`src/rtl/fwd_hazard_ctrl.sv`:
```
// Forwarding and hazard control for the 5-stage MIPS pipeline: shadow EX/MEM/WB
// destination slots, registered EX operand selects, load-use and HI/LO stalls.
module fwd_hazard_ctrl #(
  parameter int MULDIV_LAT = 32,
  parameter int CNT_W      = 6
) (
  input  logic       clk,
  input  logic       rst_n,
  input  logic [4:0] ID_rs,
  input  logic [4:0] ID_rt,
  input  logic       ID_UseRs,
  input  logic       ID_UseRt,
  input  logic       ID_RegWrite,
  input  logic [4:0] ID_WriteReg,
  input  logic       ID_MemRead,
  input  logic       ID_MulDivStart,
  input  logic       ID_UseHiLo,
  input  logic       ID_Flush,
  output logic [1:0] AluSrcA_Sel,
  output logic [1:0] AluSrcB_Sel,
  output logic       Stall,
  output logic       EX_Bubble,
  output logic       MulDivBusy
);

  typedef struct packed {
    logic       valid;
    logic       reg_write;
    logic [4:0] write_reg;
    logic       mem_read;
  } slot_t;

  localparam logic [1:0] SEL_REG = 2'b00;
  localparam logic [1:0] SEL_MEM = 2'b01;
  localparam logic [1:0] SEL_WB  = 2'b10;
  localparam logic [CNT_W-1:0] LAT = CNT_W'(MULDIV_LAT);

  slot_t            ex_q, mem_q, wb_q, ex_d;
  logic [1:0]       sel_a_q, sel_a_d, sel_b_q, sel_b_d;
  logic [CNT_W-1:0] cnt_q, cnt_d;
  logic             busy_q, busy_d;
  logic             load_use, hilo_hazard, stall, bubble, start_acc;
  logic             unused_slot_bits;

  // Register $0 is hard-wired to zero, so it never has a producer to forward from.
  function automatic logic writes_reg(input slot_t s, input logic [4:0] r);
    return s.valid && s.reg_write && (s.write_reg == r) && (r != 5'd0);
  endfunction

  function automatic logic [1:0] fwd_sel(input slot_t ex, input slot_t mem,
                                         input logic [4:0] r, input logic use_r);
    if (use_r && writes_reg(ex, r))       return SEL_MEM;
    else if (use_r && writes_reg(mem, r)) return SEL_WB;
    else                                  return SEL_REG;
  endfunction

  always_comb begin
    load_use    = ex_q.mem_read &&
                  ((ID_UseRs && writes_reg(ex_q, ID_rs)) ||
                   (ID_UseRt && writes_reg(ex_q, ID_rt)));
    hilo_hazard = busy_q && ID_UseHiLo;
    stall       = !ID_Flush && (load_use || hilo_hazard);
    bubble      = stall || ID_Flush;
    start_acc   = ID_MulDivStart && !bubble;
  end

  always_comb begin
    ex_d           = '0;
    ex_d.valid     = 1'b1;
    ex_d.reg_write = ID_RegWrite;
    ex_d.write_reg = ID_WriteReg;
    ex_d.mem_read  = ID_MemRead;
    if (bubble) ex_d = '0;

    sel_a_d = SEL_REG;
    sel_b_d = SEL_REG;
    if (!bubble) begin
      sel_a_d = fwd_sel(ex_q, mem_q, ID_rs, ID_UseRs);
      sel_b_d = fwd_sel(ex_q, mem_q, ID_rt, ID_UseRt);
    end

    // A start is only accepted while idle; a start while busy stalls on HI/LO.
    cnt_d = cnt_q;
    if (start_acc)            cnt_d = LAT;
    else if (cnt_q != '0)     cnt_d = cnt_q - CNT_W'(1);
    busy_d = (cnt_d != '0);
  end

  // ---- ID -> EX boundary: shadow slots, operand selects, MULT/DIV counter ----
  always_ff @(posedge clk or negedge rst_n) begin
    if (!rst_n) begin
      ex_q    <= '0;
      mem_q   <= '0;
      wb_q    <= '0;
      sel_a_q <= SEL_REG;
      sel_b_q <= SEL_REG;
      cnt_q   <= '0;
      busy_q  <= 1'b0;
    end else begin
      ex_q    <= ex_d;
      mem_q   <= ex_q;
      wb_q    <= mem_q;
      sel_a_q <= sel_a_d;
      sel_b_q <= sel_b_d;
      cnt_q   <= cnt_d;
      busy_q  <= busy_d;
    end
  end

  // The WB slot and the MEM load flag are tracked for completeness of the shadow pipe only.
  assign unused_slot_bits = ^{wb_q, mem_q.mem_read};

  assign AluSrcA_Sel = sel_a_q;
  assign AluSrcB_Sel = sel_b_q;
  assign Stall       = stall;
  assign EX_Bubble   = bubble;
  assign MulDivBusy  = busy_q;

endmodule
```
`config.mk`:
```
export PLATFORM = sky130hd
export DESIGN_NAME = fwd_hazard_ctrl
export DESIGN_NICKNAME = d
export VERILOG_FILES = /design/src/rtl/fwd_hazard_ctrl.sv
export SDC_FILE = /design/constraint.sdc
export NUM_CORES = 1
export LEC_CHECK = 0
export CORE_MARGIN = 3
export CORE_UTILIZATION = 30
export DETAILED_ROUTE_END_ITERATION = 16
export PLACE_DENSITY = 0.54
export SLEW_MARGIN = 20
export SYNTH_ARGS = -nofsm -noshare
export SYNTH_HDL_FRONTEND = slang
export SYNTH_SLANG_ARGS = --single-unit
```
`constraint.sdc`:
```
create_clock -name clk -period 2.4 [get_ports clk]
set_input_delay 0.6 -clock clk [delete_from_list [all_inputs] [get_ports clk]]
set_output_delay 0.6 -clock clk [all_outputs]
set_load 0.01 [all_outputs]
```
Yosys cells after proc, flatten, opt, wreduce, memory -nomap -nowiden. Index checks and enable logic that the tools add are counted.

Add/subtract/negate cells: 1. Eq/ne operators: 4. Reductions and logical operators: 27. Muxes and demuxes: 9.

Operator list (number): $eq 5x5->1 (4); $logic_and 1x1->1 (18); $mux 2 (6); $mux 6 (2); $reduce_bool 6->1 (2); $reduce_bool 5->1 (2); $mux 8 (1); $sub 6x1->6 const B (1); $logic_or 1x1->1 (3); $logic_not 1->1 (2).

Word-level logic and storage cells: 52. Register bits: 26. Input port bits: 24. Output and inout bits: 7.

Longest topological paths before layout. Gate-level depths: netlist of the first run.

Depth after elaboration: 13. Gate-level depth with buffers: 7. Gate-level depth less buffers: 7.

Worst setup path before layout of the first run. Ideal clock, no wire load.

Path type: input to output. From: in ID_rt[1]. To: out Stall. Buffers on the path: 0. Arrival time: 1935 ps. Stages: 5. Data required time: 1800 ps. Slack: -135 ps. Cells stage by stage: or4_1 > o21ai_2 > nor4_1 > o21ai_0 > a21oi_1.

Cells in the longest elaborated chain, start to end: 8. Elaborated cells between the ends (all ways): 9. Classes of those cells: eq/ne: 1; reduce/logical: 8.

Ends and longest elaborated chain: start, declared (line 10) `input logic [4:0] ID_rt,`; $eq 5x5->1 (line 47) `return s.valid && s.reg_write && (s.write_reg == r) && (r != 5'd0);`; $logic_and 1x1->1 (line 47); $logic_and 1x1->1 (*) (line 47); $logic_and 1x1->1 (*) (line 60) `(ID_UseRt && writes_reg(ex_q, ID_rt)));`; $logic_or 1x1->1 (*) (line 59) `((ID_UseRs && writes_reg(ex_q, ID_rs)) ||`; $logic_and 1x1->1 (*) (line 58) `load_use = ex_q.mem_read &&`; $logic_or 1x1->1 (*) (line 62) `stall = !ID_Flush && (load_use || hilo_hazard);`; $logic_and 1x1->1 (*) (line 62); end, declared (line 21) `output logic Stall,`.

Mark *: on every way between the ends. The rest lies on a longest branch, timed or not.

Worst setup path after layout of the first run.
From: in ID_rt[1]. To: out EX_Bubble.

Cells in the longest elaborated chain, start to end: 9. Elaborated cells between the ends (all ways): 10. Classes of those cells: eq/ne: 1; reduce/logical: 9.

Ends and longest elaborated chain: $eq 5x5->1 (line 47); $logic_and 1x1->1 (line 47); $logic_and 1x1->1 (*) (line 47); $logic_and 1x1->1 (*) (line 60); $logic_or 1x1->1 (*) (line 59); $logic_and 1x1->1 (*) (line 58); $logic_or 1x1->1 (*) (line 62); $logic_and 1x1->1 (*) (line 62); $logic_or 1x1->1 (*) (line 63) `bubble = stall || ID_Flush;`; end, declared (line 22) `output logic EX_Bubble,`.

Marks and branches as above.

==> results of run 1 <==
-- worst paths after layout --
kind | from | end | slack, ns | depth (start not counted)
setup / recovery | ID_rt[1] | EX_Bubble | -0.37 | 7
hold / removal | ex_q[6] | mem_q[6] | 0.39 | 0
setup reg to reg | cnt_q[0] | MulDivBusy | 0.47 | 7
hold reg to reg | ex_q[6] | mem_q[6] | 0.39 | 0
max in group asynchronous | rst_n | ex_q[1] | 1.46 | 2
min in group asynchronous | rst_n | AluSrcB_Sel[1] | 0.69 | 2
-- cell families after synthesis --
kind of cell | after synthesis | synth area share
AND/OR/NAND/NOR | 47 | 0.262
adder cells (fa/ha/maj) | 2 | 0.0182
buffers and inverters | 5 | 0.0192
flip-flops | 26 | 0.474
XOR/XNOR | 23 | 0.147
AO/OA/AOI/OAI | 18 | 0.0794
-- placed cells by master, fill, tap and decap left out, drive strengths merged, types with 4 or more instances in the layout --
cell and instances:
dfrtp 26, nor4 5, xor2 8, nor4b 9, a21oi 7, buf 34, nand2 8, xnor2 15
nor3 4, clkdlybuf4s50 18, o21ai 6, clkbuf 5
-- metal layers --
layer | vias to the layer above | global-route usage | wire length, microns
met3 | 2 | 0.0328 | 146
met5 | - | 0 | 0
met4 | 0 | 0.0282 | 17
met1 | 545 | 0.174 | 1520
met2 | 23 | 0.237 | 1670
li1 | 549 | - | -
-- critical path, stage by stage --
cell and delay (ns):
buf_8 0.09, or4_4 0.54, o21ai_4 0.19, nor4_4 0.07, o21a_2 0.22, or3_4 0.33, buf_6 0.13
-- timing repair --
action	CTS	global route
hold buffers	0	0
resized for setup	56	9
setup buffers	5	1
setup endpoints to repair	5	2
pin swaps	10	8
-- per-stage QoR --
stage          total power [mW]  instances
6_report                   1.35        226
5_1_grt                    1.46        226
4_1_cts                    1.36        225
3_5_place_dp               1.07        216
3_3_place_gp               1.05        216
2_1_floorplan             0.892        121
-- power by group through the flow --
stage,sequential [mW],combinational (mW),clock (mW)
after floorplan,0.578,0.314,0
after global placement,0.593,0.458,0
after detailed placement,0.597,0.468,0
after CTS,0.589,0.482,0.287
after global routing,0.606,0.543,0.310
final,0.589,0.481,0.276
-- flip-flops by register name, indices dropped and copies added (netlist names) --
name	flops
AluSrcA_Sel	2
cnt_q	6
MulDivBusy	1
AluSrcB_Sel	2
ex_q	8
mem_q	7
-- layout make-up --
class / count / area, sq um
Fill cell: 397 / 2190
Multi-Input combinational cell: 90 / 778
Sequential cell: 26 / 651
Timing Repair Buffer: 54 / 459
Tap cell: 50 / 62.6
Clock buffer: 4 / 55.1
Inverter: 2 / 7.51
==> impl_metrics.csv, run 1 <==
group,metric,value,unit
die,coreArea,0.00420,sq mm
synth,synth_top_cells_by_count,"dfrtp_1, xnor2_1, nand2_1, xor2_1, a21oi_1",
synth,synthesis.area,0.00137,sq mm
clock_network,clockRootBuffer,"clkbuf_8",
routing,ant_nets,0,
synth,synth_top_cell_by_area,"dfrtp_1",
die,io_pins,31,
timing,setup_slack,-0.370,ns
synth,synth-edff-count,0,
power,peakVddDrop,0.000521,V
place,place_area,0.00186,sq mm
timing,fin_crit,2.77,ns
synth,synthCells,121,
place,dp_slack,-1.15,ns
power,powerDensity,668,mW/mm^2
power,p_clk_frac,0.205,
synth,syn_avg_cell_area,11.3,sq um
clock_network,cts_buffer_depth,2,
layout,nets,203,
routing,wire_per_inst,14.8,microns
routing,via_per_inst,4.95,
worst_setup_path,cp_max_fo,2,
routing,drt-initial-drc-count,12,
clock_network,clock_sinks,26,
timing,fin_crit_sh,1.15,
layout,final_core_util,0.479,
power,seqPwrFrac,0.438,
clock_network,cts_made_buffers,3,
routing,vias,1119,
global_routing,grt_max_degree,27,
run_status,violations,"setup timing",
routing,drt_drc_violations_left,0,
layout,syn_to_final_growth,46.8,%
timing,tns,-0.573,ns
die,fp.dieH,73.6,microns
die,dieArea,0.00542,sq mm
die,initial_utilization,0.326,
timing,hold-worst-slack,0.388,ns
die,rows,23,
worst_setup_path,critPathCaptureType,"output port",
synth,synth_seq_cells,26,
worst_setup_path,critPathKind,"input pin to output port",
power,switching_power,0.443,mW
flow_run,drv_cap,0,
global_routing,grt_pass1_wl,5720,microns
clock_network,clock_latency,0.26,ns
timing,grt_setup_unrepaired,"true",
worst_setup_path,arrival,2.17,ns
global_routing,overflow,0,
synth,synth_nets,147,
layout,drive_above_1_share,0.347,
synth,synthTopCellsByArea,"dfrtp_1, xnor2_1, nor4b_2",
place,dp_hpwl,2460,microns
run_status,outcome,"finished with violations",
synth,post-synth-top-count-cell,"dfrtp_1",
timing,max_clock_freq,361,MHz
timing,finalSetupViolations,2,
global_routing,track_usage,0.137,
power,p_comb_frac,0.357,
power,p_int,0.902,mW
clock_network,cts_tree,"yes",
hold_path,hold_class,"register to register",
synth,synth.distinct_cells,33,
die,die_w,73.6,microns
power,switching_share,0.329,
layout,finish.instance_area,0.00201,sq mm
synth,yosysWarnings,0,
layout,antennaDiodeCount,0,
routing,wl,3360,microns
timing,fin_skew,0.00118,ns
clock_network,h-tree-depth,1,
power,p_leak,0.836,nW
timing,slew-limit-headroom,0.739,
worst_setup_path,cp_data_required_time,1.80,ns
timing,hold_viol,0,
global_routing,grt_pass1_vias,1204,
place,port_buffers,30,
place,globalplace.congestion,0.837,
timing,finalMaxSlewViolations,0,
routing,dr.pass1.iters,4,
synth,yosys.area.top_type_share,0.474,
worst_setup_path,cp-start-kind,"input pin",
global_routing,antenna_found_initial,0,
timing,worst_slew_pin_slew,0.386,ns
clock_network,path_clk_slew,0.08,ns
synth,synthFlopType,"dfrtp_1",
synth,synthArstFlopShare,1.00,
synth,ys_seq_area_frac,0.474,
Power figures use the tool's default switching activity.
==> run 2, diff against run 1 <==
- CORE_MARGIN: 3 -> unset
==> run 2 against run 1 <==
The run still ends with setup timing left. Sequential power is essentially flat. Setup slack gained 0.027 ns. Combinational power about the same. Register-to-register slack is essentially flat. Count of clock-buffer cells in the layout unchanged. Die area shrank 11%. Sequential share of layout area decreased by 0.36 points. Final cell count grew 1.8%. First-iteration DRC count rose to 2.8 times the previous value. Critical path depth is the same. Maximum frequency rose by 1.0%. Largest power group unchanged. Highest routed layer unchanged.
==> impl_metrics.csv, run 2 (synthesis gave the netlist of run 1 again) <==
group,metric,value,unit
worst_setup_path,critPathKind,"input pin to output port",
routing,via_per_inst,4.99,
worst_setup_path,cp_max_fo,3,
clock_network,clockRootBuffer,"clkbuf_8",
layout,antennaDiodeCount,0,
die,initial_utilization,0.313,
clock_network,path_clk_slew,0.09,ns
layout,stdcell_count,230,
worst_setup_path,path_cells,"buf_6, or4_4, o21ai_4, nor4_4, o21a_2, or3_4, buf_6",
layout,fillers,386,
place,port_buffers,30,
worst_setup_path,critPathCaptureType,"output port",
worst_setup_path,crit_path_frequent_cell,"buf_6",
routing,wire_per_inst,14.2,microns
power,powerDensity,659,mW/mm^2
global_routing,track_usage,0.146,
global_routing,overflow,0,
timing,fin_crit_sh,1.14,
run_status,outcome,"finished with violations",
global_routing,grt_max_degree,27,
worst_setup_path,critPathSlowestCell,"or4_4",
place,dp_slack,-1.13,ns
run_status,violations,"setup timing",
routing,drt_drc_violations_left,0,
clock_network,clock_sinks,26,
die,dieArea,0.00485,sq mm
routing,drt-initial-drc-count,33,
place,dp_cells,218,
flow_run,drv_cap,0,
hold_path,hold_class,"register to register",
timing,grt_setup_unrepaired,"true",
layout,drive_above_1_share,0.354,
timing,worst_slew_pin_slew,0.370,ns
worst_setup_path,reg2reg_to,"MulDivBusy",
die,fp.dieH,69.6,microns
layout,mostFrequentLayoutCells,"buf_4, dfrtp_1, clkdlybuf4s50_1",
worst_setup_path,cp_top_family,"simple AND/OR/NAND/NOR gates",
timing,slew-limit-headroom,0.750,
global_routing,grt_pass1_vias,1128,
layout,top_regs,"ex_q x8, mem_q x7, cnt_q x6",
die,die_w,69.6,microns
clock_network,cts_tree,"yes",
routing,vias,1148,
clock_network,clock_latency,0.26,ns
layout,top_register,"ex_q",
timing,setup_slack,-0.343,ns
power,fin_total_pwr,1.34,mW
clock_network,cts_made_buffers,3,
layout,layout_commonest_cell,"buf_4",
hold_path,hold_path_startpoint,"ex_q[7]",
worst_setup_path,cp-start-kind,"input pin",
worst_setup_path,ff2ff_path_depth,7,
worst_setup_path,crit_cells,7,
hold_path,hold_depth,0,
layout,largest_reg_flops,8,
clock_network,cts_buffer_depth,2,
routing,dr.pass1.iters,4,
timing,hold_viol,0,
power,peakVddDrop,0.000374,V
routing,wl,3270,microns
die,coreArea,0.00438,sq mm
layout,syn_to_final_growth,48.4,%
hold_path,hold_end,"mem_q[7]",
clock_network,h-tree-depth,1,
timing,fin_skew,0.00660,ns
worst_setup_path,reg2reg_slack,0.46,ns
timing,max_clock_freq,365,MHz
global_routing,antenna_found_initial,0,
power,p_leak,0.850,nW
die,rows,24,
worst_setup_path,slowest_delay,0.54,ns
place,dp_hpwl,2500,microns
timing,finalSetupViolations,2,
timing,fin_crit,2.74,ns
layout,nets,205,
timing,finalMaxSlewViolations,0,
place,globalplace.congestion,0.793,
worst_setup_path,cp_data_required_time,1.80,ns
worst_setup_path,arrival,2.14,ns
worst_setup_path,path_buf_inv,2,
worst_setup_path,r2r-start,"cnt_q[0]",
global_routing,grt_pass1_wl,5520,microns
routing,ant_nets,0,
die,io_pins,31,
-- run 2: timing repair --
item,in CTS,in global routing
setup endpoints to repair,6,2
pin swaps,11,4
buffers inserted,9,1
gates resized for setup,62,3
hold buffers,0,0
-- run 2: how the worst max path moves through the flow --
stage / from / end / slack (ns)
finish: ID_rs[2] / EX_Bubble / -0.34
global route: ID_rs[2] / EX_Bubble / -0.38
CTS: ID_rt[1] / EX_Bubble / -0.37
detailed placement: ID_rt[1] / EX_Bubble / -1.13
global placement: ID_rs[1] / EX_Bubble / -1.08
floorplan: ID_rt[1] / EX_Bubble / -0.12
-- run 2: area by class of cell --
type                            count  area, sq um  share of cell area
Multi-Input combinational cell     90          778               0.382
Sequential cell                    26          651               0.320
Timing Repair Buffer               56          479               0.235
Tap cell                           52         65.1              0.0320
Clock buffer                        4         55.1              0.0270
Inverter                            2         7.51             0.00369
-- run 2: worst register-to-register path: cells and delay by family, from the launching register on --
kind	cells	cell delay [ns]
AND/OR/NAND/NOR	2	0.70
flip-flops	1	0.43
AO/OA/AOI/OAI	3	0.43
adder cells (fa/ha/maj)	1	0.16
buffers and inverters	1	0.09
-- run 2: stage by stage --
stage          setup TNS (ns)  hold WS [ns]   util  area [sq um]
6_report               -0.539         0.390  0.464          2040
3_3_place_gp            -5.06         0.360  0.424          1860
3_5_place_dp            -6.27         0.375  0.424          1860
5_1_grt                -0.681         0.400  0.464          2040
2_1_floorplan          -0.122         0.304      -          1380
4_1_cts                -0.596         0.396  0.462          2020
-- run 2: metal layers --
layer,global-route usage,vias up,routed length (microns),share of wire
li1,-,560,-,-
met1,0.198,562,1560,0.48
met2,0.236,22,1570,0.48
met3,0.0247,4,105,0.032
met4,0.0467,0,38,0.012
met5,0,-,0,0
-- run 2: power by group --
part,leakage [nW],switching [mW],internal (mW)
sequential,0.338,0.0783,0.511
clock,0.0288,0.127,0.146
combinational,0.483,0.231,0.247
